`src/rtl/conv2d_kernel_scheduler_if.sv`:
```
// conv2d_kernel_scheduler_if: config, pixel-in, conv2d-out and schedule signals of the kernel scheduler
interface conv2d_kernel_scheduler_if #(
    parameter int WidthIn     = 1,
    parameter int KernelWidth = 3,
    parameter int WeightWidth = 2,
    parameter int NumKernels  = 4
);
    localparam int KernelArea = KernelWidth * KernelWidth;
    localparam int BankW      = NumKernels > 1 ? $clog2(NumKernels) : 1;
    localparam int TapW       = KernelArea > 1 ? $clog2(KernelArea) : 1;
    logic                              cfg_valid_i;
    logic                              cfg_ready_o;
    logic [BankW-1:0]                  cfg_bank_i;
    logic [TapW-1:0]                   cfg_tap_i;
    logic [WeightWidth-1:0]            cfg_weight_i;
    logic [NumKernels-1:0]             bank_en_i;
    logic                              pix_valid_i;
    logic                              pix_ready_o;
    logic [WidthIn-1:0]                pix_data_i;
    logic                              conv_valid_o;
    logic                              conv_ready_i;
    logic [WidthIn-1:0]                conv_data_o;
    logic [KernelArea*WeightWidth-1:0] weights_o;
    logic [BankW-1:0]                  kernel_id_o;
    logic                              frame_start_o;
    modport master (
        output cfg_valid_i, cfg_bank_i, cfg_tap_i, cfg_weight_i, bank_en_i,
               pix_valid_i, pix_data_i, conv_ready_i,
        input  cfg_ready_o, pix_ready_o, conv_valid_o, conv_data_o,
               weights_o, kernel_id_o, frame_start_o
    );
    modport slave (
        input  cfg_valid_i, cfg_bank_i, cfg_tap_i, cfg_weight_i, bank_en_i,
               pix_valid_i, pix_data_i, conv_ready_i,
        output cfg_ready_o, pix_ready_o, conv_valid_o, conv_data_o,
               weights_o, kernel_id_o, frame_start_o
    );
endinterface

```
`src/rtl/conv2d_kernel_scheduler.sv`:
```
// conv2d_kernel_scheduler: round-robin weight-bank selection per frame with frame-gated pixel pass-through
module conv2d_kernel_scheduler #(
    parameter int LineWidthPx = 160,
    parameter int LineCountPx = 120,
    parameter int WidthIn     = 1,
    parameter int KernelWidth = 3,
    parameter int WeightWidth = 2,
    parameter int NumKernels  = 4
) (
    input logic clk_i,
    input logic rst_i,
    conv2d_kernel_scheduler_if.slave io
);
    localparam int KernelArea = KernelWidth * KernelWidth;
    localparam int BankW      = NumKernels > 1 ? $clog2(NumKernels) : 1;
    localparam int TapW       = KernelArea > 1 ? $clog2(KernelArea) : 1;
    localparam int FrameLen   = LineWidthPx * LineCountPx;
    localparam int CntW       = FrameLen > 1 ? $clog2(FrameLen) : 1;
    localparam int WeightsW   = KernelArea * WeightWidth;

    typedef enum logic {IDLE, STREAM} state_t;

    state_t              state_q, state_d;
    logic [CntW-1:0]     cnt_q, cnt_d;
    logic [BankW-1:0]    active_q, active_d, last_q, last_d;
    logic                fs_q, fs_d;
    logic [WeightsW-1:0] bank_q [NumKernels];
    logic [WeightsW-1:0] bank_d [NumKernels];
    logic                fire, cfg_fire, found;
    logic [BankW-1:0]    sel;

    // Descending scan so the bank closest after `last` overwrites farther ones.
    function automatic logic [BankW:0] pick(input logic [NumKernels-1:0] en, input logic [BankW-1:0] last);
        int idx;
        pick = '0;
        for (int i = NumKernels; i >= 1; i--) begin
            idx = (int'(last) + i) % NumKernels;
            if (en[BankW'(idx)]) pick = {1'b1, BankW'(idx)};
        end
    endfunction

    assign {found, sel}     = pick(io.bank_en_i, last_q);
    assign io.cfg_ready_o   = !(state_q == STREAM && io.cfg_bank_i == active_q);
    assign cfg_fire         = io.cfg_valid_i && io.cfg_ready_o;
    assign io.conv_valid_o  = state_q == STREAM && io.pix_valid_i;
    assign io.pix_ready_o   = state_q == STREAM && io.conv_ready_i;
    assign io.conv_data_o   = WidthIn'(io.pix_data_i);
    assign fire             = io.conv_valid_o && io.conv_ready_i;
    assign io.weights_o     = bank_q[active_q];
    assign io.kernel_id_o   = active_q;
    assign io.frame_start_o = fs_q;

    always_comb begin
        state_d  = state_q;
        cnt_d    = cnt_q;
        active_d = active_q;
        last_d   = last_q;
        fs_d     = 1'b0;
        bank_d   = bank_q;
        if (state_q == IDLE && found) begin
            state_d  = STREAM;
            active_d = sel;
            last_d   = sel;
            fs_d     = 1'b1;
        end
        if (fire) begin
            cnt_d   = cnt_q == CntW'(FrameLen - 1) ? '0 : cnt_q + 1'b1;
            state_d = cnt_q == CntW'(FrameLen - 1) ? IDLE : state_q;
        end
        // Out-of-range taps and banks are acknowledged but dropped.
        if (cfg_fire && {1'b0, io.cfg_tap_i} < (TapW + 1)'(KernelArea)
                     && {1'b0, io.cfg_bank_i} < (BankW + 1)'(NumKernels))
            bank_d[io.cfg_bank_i][int'(io.cfg_tap_i) * WeightWidth +: WeightWidth] = io.cfg_weight_i;
    end

    always_ff @(posedge clk_i) begin
        if (rst_i) begin
            state_q  <= IDLE;
            cnt_q    <= '0;
            active_q <= '0;
            last_q   <= BankW'(NumKernels - 1);
            fs_q     <= 1'b0;
            bank_q   <= '{default: '0};
        end else begin
            state_q  <= state_d;
            cnt_q    <= cnt_d;
            active_q <= active_d;
            last_q   <= last_d;
            fs_q     <= fs_d;
            bank_q   <= bank_d;
        end
    end
endmodule

```
`src/flat_wrapper.sv`:
```
// flat-port wrapper written by rule: the top's interface ports become plain ports
module conv2d_kernel_scheduler_flat 
#(
    parameter int LineWidthPx = 160,
    parameter int LineCountPx = 120,
    parameter int WidthIn     = 1,
    parameter int KernelWidth = 3,
    parameter int WeightWidth = 2,
    parameter int NumKernels  = 4
)
  (clk_i, rst_i, io_cfg_valid_i, io_cfg_bank_i, io_cfg_tap_i, io_cfg_weight_i, io_bank_en_i, io_pix_valid_i, io_pix_data_i, io_conv_ready_i, io_cfg_ready_o, io_pix_ready_o, io_conv_valid_o, io_conv_data_o, io_weights_o, io_kernel_id_o, io_frame_start_o);
  conv2d_kernel_scheduler_if #(.WidthIn(WidthIn), .KernelWidth(KernelWidth), .WeightWidth(WeightWidth), .NumKernels(NumKernels)) io_i ();
  input logic clk_i;
  input logic rst_i;
  input wire logic [$bits(io_i.cfg_valid_i)-1:0] io_cfg_valid_i;
  input wire logic [$bits(io_i.cfg_bank_i)-1:0] io_cfg_bank_i;
  input wire logic [$bits(io_i.cfg_tap_i)-1:0] io_cfg_tap_i;
  input wire logic [$bits(io_i.cfg_weight_i)-1:0] io_cfg_weight_i;
  input wire logic [$bits(io_i.bank_en_i)-1:0] io_bank_en_i;
  input wire logic [$bits(io_i.pix_valid_i)-1:0] io_pix_valid_i;
  input wire logic [$bits(io_i.pix_data_i)-1:0] io_pix_data_i;
  input wire logic [$bits(io_i.conv_ready_i)-1:0] io_conv_ready_i;
  output wire logic [$bits(io_i.cfg_ready_o)-1:0] io_cfg_ready_o;
  output wire logic [$bits(io_i.pix_ready_o)-1:0] io_pix_ready_o;
  output wire logic [$bits(io_i.conv_valid_o)-1:0] io_conv_valid_o;
  output wire logic [$bits(io_i.conv_data_o)-1:0] io_conv_data_o;
  output wire logic [$bits(io_i.weights_o)-1:0] io_weights_o;
  output wire logic [$bits(io_i.kernel_id_o)-1:0] io_kernel_id_o;
  output wire logic [$bits(io_i.frame_start_o)-1:0] io_frame_start_o;
  assign io_i.cfg_valid_i = io_cfg_valid_i;
  assign io_i.cfg_bank_i = io_cfg_bank_i;
  assign io_i.cfg_tap_i = io_cfg_tap_i;
  assign io_i.cfg_weight_i = io_cfg_weight_i;
  assign io_i.bank_en_i = io_bank_en_i;
  assign io_i.pix_valid_i = io_pix_valid_i;
  assign io_i.pix_data_i = io_pix_data_i;
  assign io_i.conv_ready_i = io_conv_ready_i;
  assign io_cfg_ready_o = io_i.cfg_ready_o;
  assign io_pix_ready_o = io_i.pix_ready_o;
  assign io_conv_valid_o = io_i.conv_valid_o;
  assign io_conv_data_o = io_i.conv_data_o;
  assign io_weights_o = io_i.weights_o;
  assign io_kernel_id_o = io_i.kernel_id_o;
  assign io_frame_start_o = io_i.frame_start_o;
  conv2d_kernel_scheduler #(.LineWidthPx(LineWidthPx), .LineCountPx(LineCountPx), .WidthIn(WidthIn), .KernelWidth(KernelWidth), .WeightWidth(WeightWidth), .NumKernels(NumKernels)) u_core (.clk_i(clk_i), .rst_i(rst_i), .io(io_i));
endmodule
```
`config.mk`:
```
export PLATFORM = sky130hd
export DESIGN_NAME = conv2d_kernel_scheduler_flat
export DESIGN_NICKNAME = d
export VERILOG_FILES = /design/src/rtl/conv2d_kernel_scheduler_if.sv /design/src/rtl/conv2d_kernel_scheduler.sv /design/src/flat_wrapper.sv
export SDC_FILE = /design/constraint.sdc
export NUM_CORES = 1
export LEC_CHECK = 0
export ABC_AREA = 1
export ABC_CLOCK_PERIOD_IN_PS = 5150
export BUFFER_PORTS_ARGS = -buffer_cell sky130_fd_sc_hd__buf_4
export CAP_MARGIN = 20
export CORE_MARGIN = 2
export CORE_UTILIZATION = 40
export CTS_CLUSTER_DIAMETER = 40
export DETAILED_ROUTE_END_ITERATION = 16
export PLACE_DENSITY = 0.66
export SLEW_MARGIN = 20
export SYNTH_ARGS = -nofsm -noshare
export SYNTH_HDL_FRONTEND = slang
export SYNTH_SLANG_ARGS = --single-unit
```
`constraint.sdc`:
```
create_clock -name clk_i -period 5.15 [get_ports clk_i]
set_input_delay 1.03 -clock clk_i [delete_from_list [all_inputs] [get_ports clk_i]]
set_output_delay 1.03 -clock clk_i [all_outputs]
set_load 0.01 [all_outputs]
```
# [Word-level counts from Yosys, hierarchy flattened]
# Index checks and enable logic that the tools add are counted.
[totals] ff_bits=93 inputBits=18 out_inout_bits=25 wordCells=69
[classes] n_addsub=6 order_cmp=8 eq_ne=3 n_shift=2 mux=27 n_bitwise=3 n_reduce_logical=11
[op_table] operator="bitwise mux 72 bit" count=1
[op_table] operator="2-to-1 mux 18 bit" count=3
[op_table] operator="binary-select mux 18 bit (select 2 bit)" count=1
[op_table] operator="demux 18 bit (select 2 bit)" count=1
[op_table] operator="negator 5 -> 33 bit" count=1
[op_table] operator="variable shift 2 x 33 -> 18 bit (first input constant)" count=1
[op_table] operator="indexed part select 2 x 33 -> 18 bit" count=1
[op_table] operator="less-than comparator 2 x 4 -> 1 bit (second input constant)" count=4
[op_table] operator="adder 15 x 1 -> 15 bit (second input constant)" count=1
[op_table] operator="== test 15 bit (second input constant)" count=1
[op_table] operator="2-to-1 mux 15 bit" count=1
[op_table] operator="2-to-1 mux 1 bit" count=12
[op_table] operator="2-to-1 mux 3 bit" count=4
[op_table] operator="binary-select mux 1 bit (select 2 bit)" count=4
[op_table] operator="logical AND 1 bit" count=8
[op_table] operator=">= comparator 3 bit (second input constant)" count=2
[op_table] operator="NOT 2 -> 3 bit" count=2
[op_table] operator="adder 2 x 1 -> 2 bit (second input constant)" count=2
[op_table] operator="adder 2 bit (second input constant)" count=2
[op_table] operator="less-than comparator 4 bit (second input constant)" count=1
[op_table] operator="less-than comparator 3 x 1 -> 1 bit (second input constant)" count=1
[op_table] operator="== test 2 bit" count=1
[op_table] operator="inequality test 2 bit (second input constant)" count=1
[op_table] operator="AND reduction 2 bit" count=1
[op_table] operator="other kinds (3)" count=3

# [Logic depth before layout (Yosys ltp)]
# Gate-level depths: netlist (run 1).
[logic_depth] word_depth=11 mapped_depth=12 mapped_depth_nobuf=11

# [Worst setup path before layout (run 1)]
# No wires, ideal clock.
[synth_timing] path_type="in2reg" startpoint="input io_cfg_tap_i[0]" endpoint="register u_core.bank_q[20] (netlist name)" setup_time_ns=0.113 arrival_time_ns=2.500 required_time_ns=5.037 setup_slack_ns=2.537 stages=11 n_path_buf=0 cell_sequence="inv_1 > ha_1 > xor2_2 > nor2_1 > inv_1 > nor2_1 > inv_1 > nor2_1 > nand2_1 > nand2_1 > nor2_1"
[synth_between] elab_chain_len=5 elab_cells_between_ends=8 cone_classes="add/sub: 1; order compare: 1; shift: 2; mux: 3; reduce/logical: 1"
[synth_rtl] item="from (decl)" line_no="flat_wrapper.sv:17" rtl="input wire logic [$bits(io_i.cfg_tap_i)-1:0] io_cfg_tap_i;"
[synth_rtl] item="negator 5 -> 33 bit" line_no="conv2d_kernel_scheduler.sv:73" rtl="bank_d[io.cfg_bank_i][int'(io.cfg_tap_i) * WeightWidth +: WeightWidth] = io.cfg_weight_i;"
[synth_rtl] item="variable shift 2 x 33 -> 18 bit" line_no="conv2d_kernel_scheduler.sv:73"
[synth_rtl] item="2-to-1 mux 18 bit (implied by the code)" line_no="conv2d_kernel_scheduler.sv:73"
[synth_rtl] item="demux 18 bit (select 2 bit)" line_no="conv2d_kernel_scheduler.sv:73"
[synth_rtl] item="bitwise mux 72 bit" line_no="conv2d_kernel_scheduler.sv:73"
[synth_rtl] item="to (signal assigned)" line_no="conv2d_kernel_scheduler.sv:90" rtl="bank_q <= bank_d;"
[synth_rtl] item="to (decl)" line_no="conv2d_kernel_scheduler.sv:27" rtl="logic [WeightsW-1:0] bank_q [NumKernels];"
# Several ways; a longest one is shown, not always the timed one.
# A chain may end at the register's enable or synchronous reset.

# [Worst setup path in the final report (run 1)]
[layout_timing] startpoint="register u_core.active_q[1], in the netlist u_core.io.kernel_id_o[1]" endpoint="output io_weights_o[7]"
[layout_between] elab_chain_len=4
[layout_rtl] item="from (decl)" line_no="conv2d_kernel_scheduler.sv:25" rtl="logic [BankW-1:0] active_q, active_d, last_q, last_d;"
[layout_rtl] item="from (signal assigned)" line_no="conv2d_kernel_scheduler.sv:87" rtl="active_q <= active_d;"
[layout_rtl] item="NOT 2 -> 3 bit (implied by the code)" line_no="conv2d_kernel_scheduler.sv:49" rtl="assign io.weights_o = bank_q[active_q];"
[layout_rtl] item="binary-select mux 18 bit (select 2 bit)" line_no="conv2d_kernel_scheduler.sv:49"
[layout_rtl] item="2-to-1 mux 18 bit (implied by the code) (2 in a row)" line_no="conv2d_kernel_scheduler.sv:49"
[layout_rtl] item="to (decl)" line_no="flat_wrapper.sv:27" rtl="output wire logic [$bits(io_i.weights_o)-1:0] io_weights_o;"
# No other way between the ends. The select of a mux whose other input is x is not followed.

==> summary.md, run 1 <==
| Metric | Value |
|---|---|
| Tot GR Track Use | 20.3% |
| Synthesized flop and latch total | 93 |
| Routed via count | 4850 |
| Area grow syn2layout | 15.1% |
| Fin crit share | 56.1% |
| Maximum VDD drop | 0.172 mV |
| Clock Latency Late Sink | 350 ps |
| Fin worst setup slack | 2260 ps |
| Share of layout cells above drive strength 1 | 9.32% |
| Worst Path Arrival | 1860 ps |
| Slew of the pin with the lowest slew margin | 754 ps |
| Power Density | 335 nW/µm² |
| CP max-delay cell | inv_1 |
| Clk sinks | 93 |
| Finished Layout Cells | 984 |
| Via-per-instance ratio | 4.93 |
| Pleak | 2.46 nW |
| CP Launch Type | flip-flop |
| Post-DRT Antenna Nets | 0 |
| Detail Placement HPWL | 8.49 mm |
| Final design area excluding fillers | 5690 µm² |
| Sequential element share of the synthesized area | 37.7% |
| Synth warn | 0 |
| Synth Area in Compound Gates | 10.7% |
| Critical path fanouts, max | 23 |
| Total grt overflow | 0 |
| H-tree levels | 3 |
| Utilization after layout | 47.4% |
| Die W | 115 µm |
| Required time of the critical path | 4120 ps |
| Iteration-0 DRC Markers | 298 |
| Skew final | 7.49 ps |
| # diodes | 0 |
| Min-delay worst type | reg2reg |
| Status | complete, no violations |
| Crit path time final | 2890 ps |
| CTS root buffer | clkbuf_16 |
| Final setup fails | 0 |
| Std cell rows | 40 |
| Antenna violations before repair | 0 |
| Commonest non-fill, non-tap cell in the layout | nand2_1 |
| Slew Limit Fails | 0 |
| DR WL/cell | 12.6 µm |
| Final Hold Viols | 0 |
| I/O Buffers | 40 |
| Max incr delay on CP | 550 ps |
| Post-synthesis mux area share | 0% |
| Vias in the first global route | 4552 |
| GP Congestion | 0.966 |
| Global-route wire length before repair | 21.3 mm |
| Post-Synth Adder-Cell Area | 0.760% |
| Remaining DRCs | 0 |
| Io pins | 43 |
| Post-synthesis cell count | 804 |
| XOR/XNOR Fraction of Synth Area | 1.39% |
| Post-place setup slack | 1950 ps |
| Post-Syn Nets | 825 |
| Largest net degree at the start of global routing | 62 |
| Placed insts | 968 |
| Worst Setup End Kind | output pin |
| Slew HR | 49.7% |
| Post-place instance area | 5340 µm² |
| Netlist Area Pre-Place | 4940 µm² |
| CTS tree | done |
| Simple logic cell fraction of the synthesized area | 41.5% |
| Commonest non-fill, non-tap cells in the layout | nand2_1 (218), nor2_1 (203), dfxtp_1 (93) |
| CTS Hold Bufs | 0 |
| Die ar. | 13300 µm² |
| Delay-heaviest family, CP | buffers and inverters |
| Crit Path Class | reg2out |
| Unrepaired setup endpoints after global routing | false |
| Starting Density | 41.1% |
| Routed wire length | 12.4 mm |
| Clock Path Buffers | 2 |
| Max Cap Viol | 0 |
| Mean area per synthesized cell | 6.15 µm² |
| Pre-antenna DRT Iters | 5 |
| Post-CTS Repair Setup Buffers | 0 |
| Fin nets | 853 |
| Setup tns final | 0 ps |
| Main combinational cell family by area after synthesis | simple AND/OR/NAND/NOR gates |
| Max Freq | 346 MHz |
| Post-synthesis cell type count | 35 |
| Core Region | 12000 µm² |
| CTS clk-pin slew, worst paths | 60 ps |
| CP Cell Sequence | inv_1 -> o21ai_0 -> o22ai_1 -> buf_4 |
| Buf+Inv Stages, Crit Path | 2 |
| DIE HEIGHT | 115 µm |
| Post_cts resized | 0 |
| CTS buffer count | 9 |
==> stage by stage <==
| step | total power [mW] | hold WS [ps] |
|---|---|---|
| 2_1_floorplan | 1.01 | 436 |
| 3_3_place_gp | 1.15 | 449 |
| 3_5_place_dp | 1.14 | 453 |
| 4_1_cts | 1.92 | 463 |
| 5_1_grt | 2.00 | 478 |
| 6_report | 1.90 | 460 |
==> synth_stat cells (all sizes together) <==
cell type	n	area (µm²)
a31oi	1	6.26
inv	73	274
nor4	1	6.26
o21bai	1	7.51
xor2	5	51.3
nor3	18	116
a211oi	1	7.51
buf	14	67.6
nand4	11	68.8
or2	2	12.5
nor2	205	774
a21oi	35	175
nor3b	2	15.0
ha	3	37.5
o22ai	15	93.8
a21boi	1	7.51
clkinv	2	7.51
xnor2	2	17.5
clkbuf	13	48.8
dfxtp	93	1860
nand2	218	818
nand3	43	230
o21ai	42	214
and3	1	6.26
o211ai	1	7.51
a21o	1	7.51
==> worst paths after layout <==
| kind | to | cells after the start | from | slack, ps |
|---|---|---|---|---|
| max reg2reg | u_core.bank_q[58] | 9 | u_core.io.kernel_id_o[1] | 2760 |
| min reg2reg | u_core.bank_q[37] | 2 | u_core.bank_q[37] | 460 |
| min | u_core.bank_q[37] | 2 | u_core.bank_q[37] | 460 |
| max | io_weights_o[7] | 4 | u_core.io.kernel_id_o[1] | 2260 |
==> state kept, by name (all words and copies together) (netlist names) <==
register                 flops
u_core.io.kernel_id_o        2
u_core.io.frame_start_o      1
u_core.cnt_q                15
u_core.state_q               1
u_core.bank_q               72
u_core.last_q                2
==> cells by family after synthesis <==
logic type,after synthesis
flip-flops,93
adder cells (fa/ha/maj),3
buffers and inverters,102
AO/OA/AOI/OAI,98
XOR/XNOR,7
AND/OR/NAND/NOR,501
==> final cells by class <==
type,count,area [µm²]
Clock buffer,10,239
Clock inverter,6,110
Fill cell,1260,6320
Inverter,75,282
Multi-Input combinational cell,609,2680
Sequential cell,93,1860
Tap cell,147,184
Timing Repair Buffer,44,330
==> power breakdown <==
part	internal, mW	switching (mW)
Clock	0.487	0.288
Sequential	0.730	0.0103
Combinational	0.139	0.249
==> routing by layer <==
| layer | share of wire, % | GRT usage, % |
|---|---|---|
| met5 | 0 | 0 |
| met3 | 4.0 | 5.11 |
| met1 | 49 | 26.6 |
| met4 | 1.2 | 5.38 |
| met2 | 46 | 33.3 |
==> worst register-to-register path, delay by kind of cell (launching register included) <==
kind,cells,cell delay (ps)
flip-flops,1,310
buffers and inverters,1,550
AND/OR/NAND/NOR,8,1460
Power figures use the tool's default switching activity.
==> run 2: changes to the inputs <==
--- a/config.mk
+++ b/config.mk
@@ -5,15 +5,15 @@
 export SDC_FILE = /design/constraint.sdc
 export NUM_CORES = 1
 export LEC_CHECK = 0
-export ABC_AREA = 1
-export ABC_CLOCK_PERIOD_IN_PS = 5150
+export ABC_AREA = 0
+export ABC_CLOCK_PERIOD_IN_PS = 2490
 export BUFFER_PORTS_ARGS = -buffer_cell sky130_fd_sc_hd__buf_4
 export CAP_MARGIN = 20
 export CORE_MARGIN = 2
 export CORE_UTILIZATION = 40
 export CTS_CLUSTER_DIAMETER = 40
 export DETAILED_ROUTE_END_ITERATION = 16
-export PLACE_DENSITY = 0.66
+export PLACE_DENSITY = 0.69
 export SLEW_MARGIN = 20
 export SYNTH_ARGS = -nofsm -noshare
 export SYNTH_HDL_FRONTEND = slang
==> constraint.sdc (replaced) <==
create_clock -name clk_i -period 2.49 [get_ports clk_i]
set_input_delay 0.498 -clock clk_i [delete_from_list [all_inputs] [get_ports clk_i]]
set_output_delay 0.498 -clock clk_i [all_outputs]
set_load 0.01 [all_outputs]
==> summary.md, run 2 <==
| Metric | Value |
|---|---|
| Crit Path Class | reg2out |
| RR Endpoint | u_core.cnt_q[9] |
| CP Cell Sequence | buf_12 -> mux4_2 -> buf_4 |
| Clock Path Buffers | 2 (unchanged) |
| I/O Buffers | 40 (unchanged) |
| Io pins | 43 (unchanged) |
| CP max-delay cell | mux4_2 |
| Slew of the pin with the lowest slew margin | 689 ps (-65.0 ps) |
| Power Density | 536 nW/µm² (+60%) |
| Post_cts resized | 0 (unchanged) |
| Crit path time final | 2240 ps |
| Synthesized flop and latch total | 93 (unchanged) |
| Final setup fails | 0 (unchanged) |
| Die ar. | 12000 µm² (-9.2%) |
| Buf+Inv Stages, Crit Path | 2 (unchanged) |
| Synth warn | 0 (unchanged) |
| HP Start | rst_i |
| Worst Path Arrival | 1740 ps (-120 ps) |
| Fin crit share | 89.8% |
| H-tree levels | 3 (unchanged) |
| Slew Limit Fails | 0 (unchanged) |
| Post-CTS Repair Setup Buffers | 0 (unchanged) |
| Min-delay worst type | in2reg |
| Pleak | 2.27 nW (-7.6%) |
| Starting Density | 41.0% (-0.087 points) |
| Post-synthesis cell type count | 52 (+49%) |
| P_int | 2.01 mW (+48%) |
| Maximum VDD drop | 0.210 mV (+23%) |
| Pre-antenna DRT Iters | 4 (-1) |
| Required time of the critical path | 1990 ps (-2130 ps) |
| CTS root buffer | clkbuf_8 |
| # diodes | 0 (unchanged) |
| RR Startpoint | u_core.cnt_q[0] |
| Most frequent cell after synthesis | nand2_1 |
| Tot GR Track Use | 19.2% (-1.1 points) |
| CP Depth | 3 (-1) |
| GP Congestion | 0.840 (-13%) |
| Std cell rows | 38 (-5.0%) |
| R2R Setup Slk | 630 ps (-2130 ps) |
| Remaining DRCs | 0 (unchanged) |
| Antenna violations before repair | 0 (unchanged) |
| Area contributors post-synth | dfxtp_1 (42%), mux2i_1 (16%), mux4_2 (9.1%) |
| Largest net degree at the start of global routing | 43 (-31%) |
| CTS tree | done |
| Status | complete, no violations |
| Total grt overflow | 0 (unchanged) |
| Vias in the first global route | 3656 (-20%) |
| Share of layout cells above drive strength 1 | 19.6% (+10 points) |
| Delay-heaviest family, CP | multiplexers |
| Sequential element share of the synthesized area | 41.7% (+4.0 points) |
| Routed wire length | 10.7 mm (-14%) |
| Combinational share of power | 10.9% (-9.5 points) |
| Fin nets | 527 (-38%) |
| Mean area per synthesized cell | 9.67 µm² (+57%) |
| WHS Endpoint | u_core.cnt_q[10] |
| CTS Hold Bufs | 0 (unchanged) |
| Post-DRT Antenna Nets | 0 (unchanged) |
| EDFF count, synth | 0 (unchanged) |
| Area grow syn2layout | 15.3% |
| WHS Path Cells | 2 (unchanged) |
| Routed via count | 3560 (-27%) |
| Die W | 110 µm (-4.7%) |
| Sequential share of power | 54.7% (+16 points) |
| Clk pwr share | 34.5% (-6.2 points) |
| CP Launch Type | flip-flop |
| Setup tns final | 0 ps (unchanged) |
| Final Hold Viols | 0 (unchanged) |
| Clock Latency Late Sink | 370 ps (+20 ps) |
| Max Freq | 447 MHz |
| Global-route wire length before repair | 17.7 mm (-17%) |
| R2r worst-path depth | 6 (-3) |
| FFs w/ async S/R, synth | 0% (unchanged) |
| Top reg by flops | u_core.bank_q |
| Core Region | 10900 µm² (-9.4%) |
| Commonest non-fill, non-tap cell in the layout | nand2_1 |
| DR WL/cell | 16.4 µm (+31%) |
| Skew final | 14.3 ps (+6.84 ps) |
| Unrepaired setup endpoints after global routing | false |
| Slew HR | 54.1% (+4.4 points) |
| Clk sinks | 93 (unchanged) |
| Commonest non-fill, non-tap cells in the layout | nand2_1 (94), dfxtp_1 (93), mux2i_1 (73) |
| DIE HEIGHT | 110 µm (-4.7%) |
| Post-Syn Nets | 483 (-41%) |
| Most frequent cells after synthesis | nand2_1 (94), dfxtp_1 (93), mux2i_1 (73) |
| Power Total | 2.76 mW (+45%) |
| Largest register FFs | 72 (unchanged) |
| Detail Placement HPWL | 7.68 mm (-9.6%) |
| Via-per-instance ratio | 5.47 (+11%) |
| CTS buffer count | 9 (unchanged) |
| Max incr delay on CP | 550 ps (about the same) |
| Switch Pwr | 0.756 mW (+38%) |
| CTS clk-pin slew, worst paths | 100 ps (+40 ps) |
| Netlist Area Pre-Place | 4470 µm² (-9.5%) |
| Worst Setup End Kind | output pin |
| Largest area contributor in the netlist | dfxtp_1 |
| Post-synthesis cell count | 462 (-43%) |
| Ys flop type | dfxtp_1 |
| Synth top area share | 41.7% (+4.0 points) |
| Sw Share | 27.3% (-1.4 points) |
| Critical path fanouts, max | 19 (-17%) |
| Biggest regs | u_core.bank_q x72, u_core.cnt_q x15 |
| Iteration-0 DRC Markers | 178 (-40%) |
| Max Cap Viol | 0 (unchanged) |
## run 2: changes by cell type in the layout (fill, tap and decap cells not counted), moves of 23 or more
| cell | previous run | this run |
|---|---|---|
| nand2_1 | 218 | 94 |
| o21ai_0 | 41 | 5 |
| nor2_1 | 203 | 15 |
| mux2i_1 | 0 | 73 |
| a21oi_1 | 35 | 12 |
| inv_1 | 68 | 10 |
## run 2: layer usage
| metal | vias to the layer above | share of wire (%) | global-route usage (%) |
|---|---|---|---|
| li1 | 1745 | - | - |
| met1 | 1712 | 43 | 23.6 |
| met2 | 82 | 50 | 32.1 |
| met3 | 21 | 4.4 | 4.09 |
| met4 | 0 | 2.1 | 8.77 |
| met5 | - | 0 | 0 |
## run 2: how the worst max path moves through the flow
stage	end	start	slack, ps
after floorplan	u_core.bank_q[33]	io_cfg_tap_i[0]	170
after global placement	u_core.bank_q[12]	io_cfg_tap_i[3]	180
after detailed placement	u_core.bank_q[13]	io_cfg_tap_i[0]	110
after CTS	io_weights_o[11]	u_core.io.kernel_id_o[0]	220
after global routing	io_weights_o[9]	u_core.io.kernel_id_o[0]	180
final	io_weights_o[9]	u_core.io.kernel_id_o[0]	250
## run 2: final cells by class
| cell class | instances | area, µm² |
|---|---|---|
| Tap cell | 140 | 175 |
| Multi-Input combinational cell | 335 | 2460 |
| Fill cell | 1039 | 5730 |
| Inverter | 11 | 41.3 |
| Sequential cell | 93 | 1860 |
| Clock buffer | 10 | 138 |
| Timing Repair Buffer | 56 | 433 |
| Clock inverter | 6 | 46.3 |
## run 2: cells by family after synthesis
| logic type | synth area share, % |
|---|---|
| flip-flops | 41.7 |
| XOR/XNOR | 1.96 |
| adder cells (fa/ha/maj) | 0.840 |
| buffers and inverters | 3.30 |
| AO/OA/AOI/OAI | 5.57 |
| AND/OR/NAND/NOR | 21.0 |
| multiplexers | 25.7 |
## run 2: worst register-to-register path, delay by kind of cell (launching register included)
family / cells / cell delay (ps)
compound gates: 2 / 530
buf+inv: 1 / 210
fa+ha+maj: 1 / 200
flops: 1 / 380
simple gates: 2 / 430
## run 2: per-stage QoR
stage | instance area (µm²) | std cells | hold WS [ps] | worst slack, ps | utilization [%]
floorplan | 4470 | 462 | 435 | 172 | -
global placement | 4970 | 635 | 443 | 184 | 45.7
detailed placement | 4970 | 635 | 453 | 115 | 45.7
CTS | 5150 | 651 | 401 | 220 | 47.3
global route | 5150 | 651 | 427 | 176 | 47.3
finish | 5150 | 651 | 420 | 255 | 47.3
## run 2: power groups by stage
| stage | Clock (mW) | Combinational, mW | Sequential [mW] |
|---|---|---|---|
| 2_1_floorplan | 0 | 0.189 | 1.54 |
| 3_3_place_gp | 0 | 0.294 | 1.55 |
| 3_5_place_dp | 0 | 0.299 | 1.55 |
| 4_1_cts | 0.977 | 0.301 | 1.51 |
| 5_1_grt | 1.03 | 0.327 | 1.51 |
| 6_report | 0.952 | 0.300 | 1.51 |
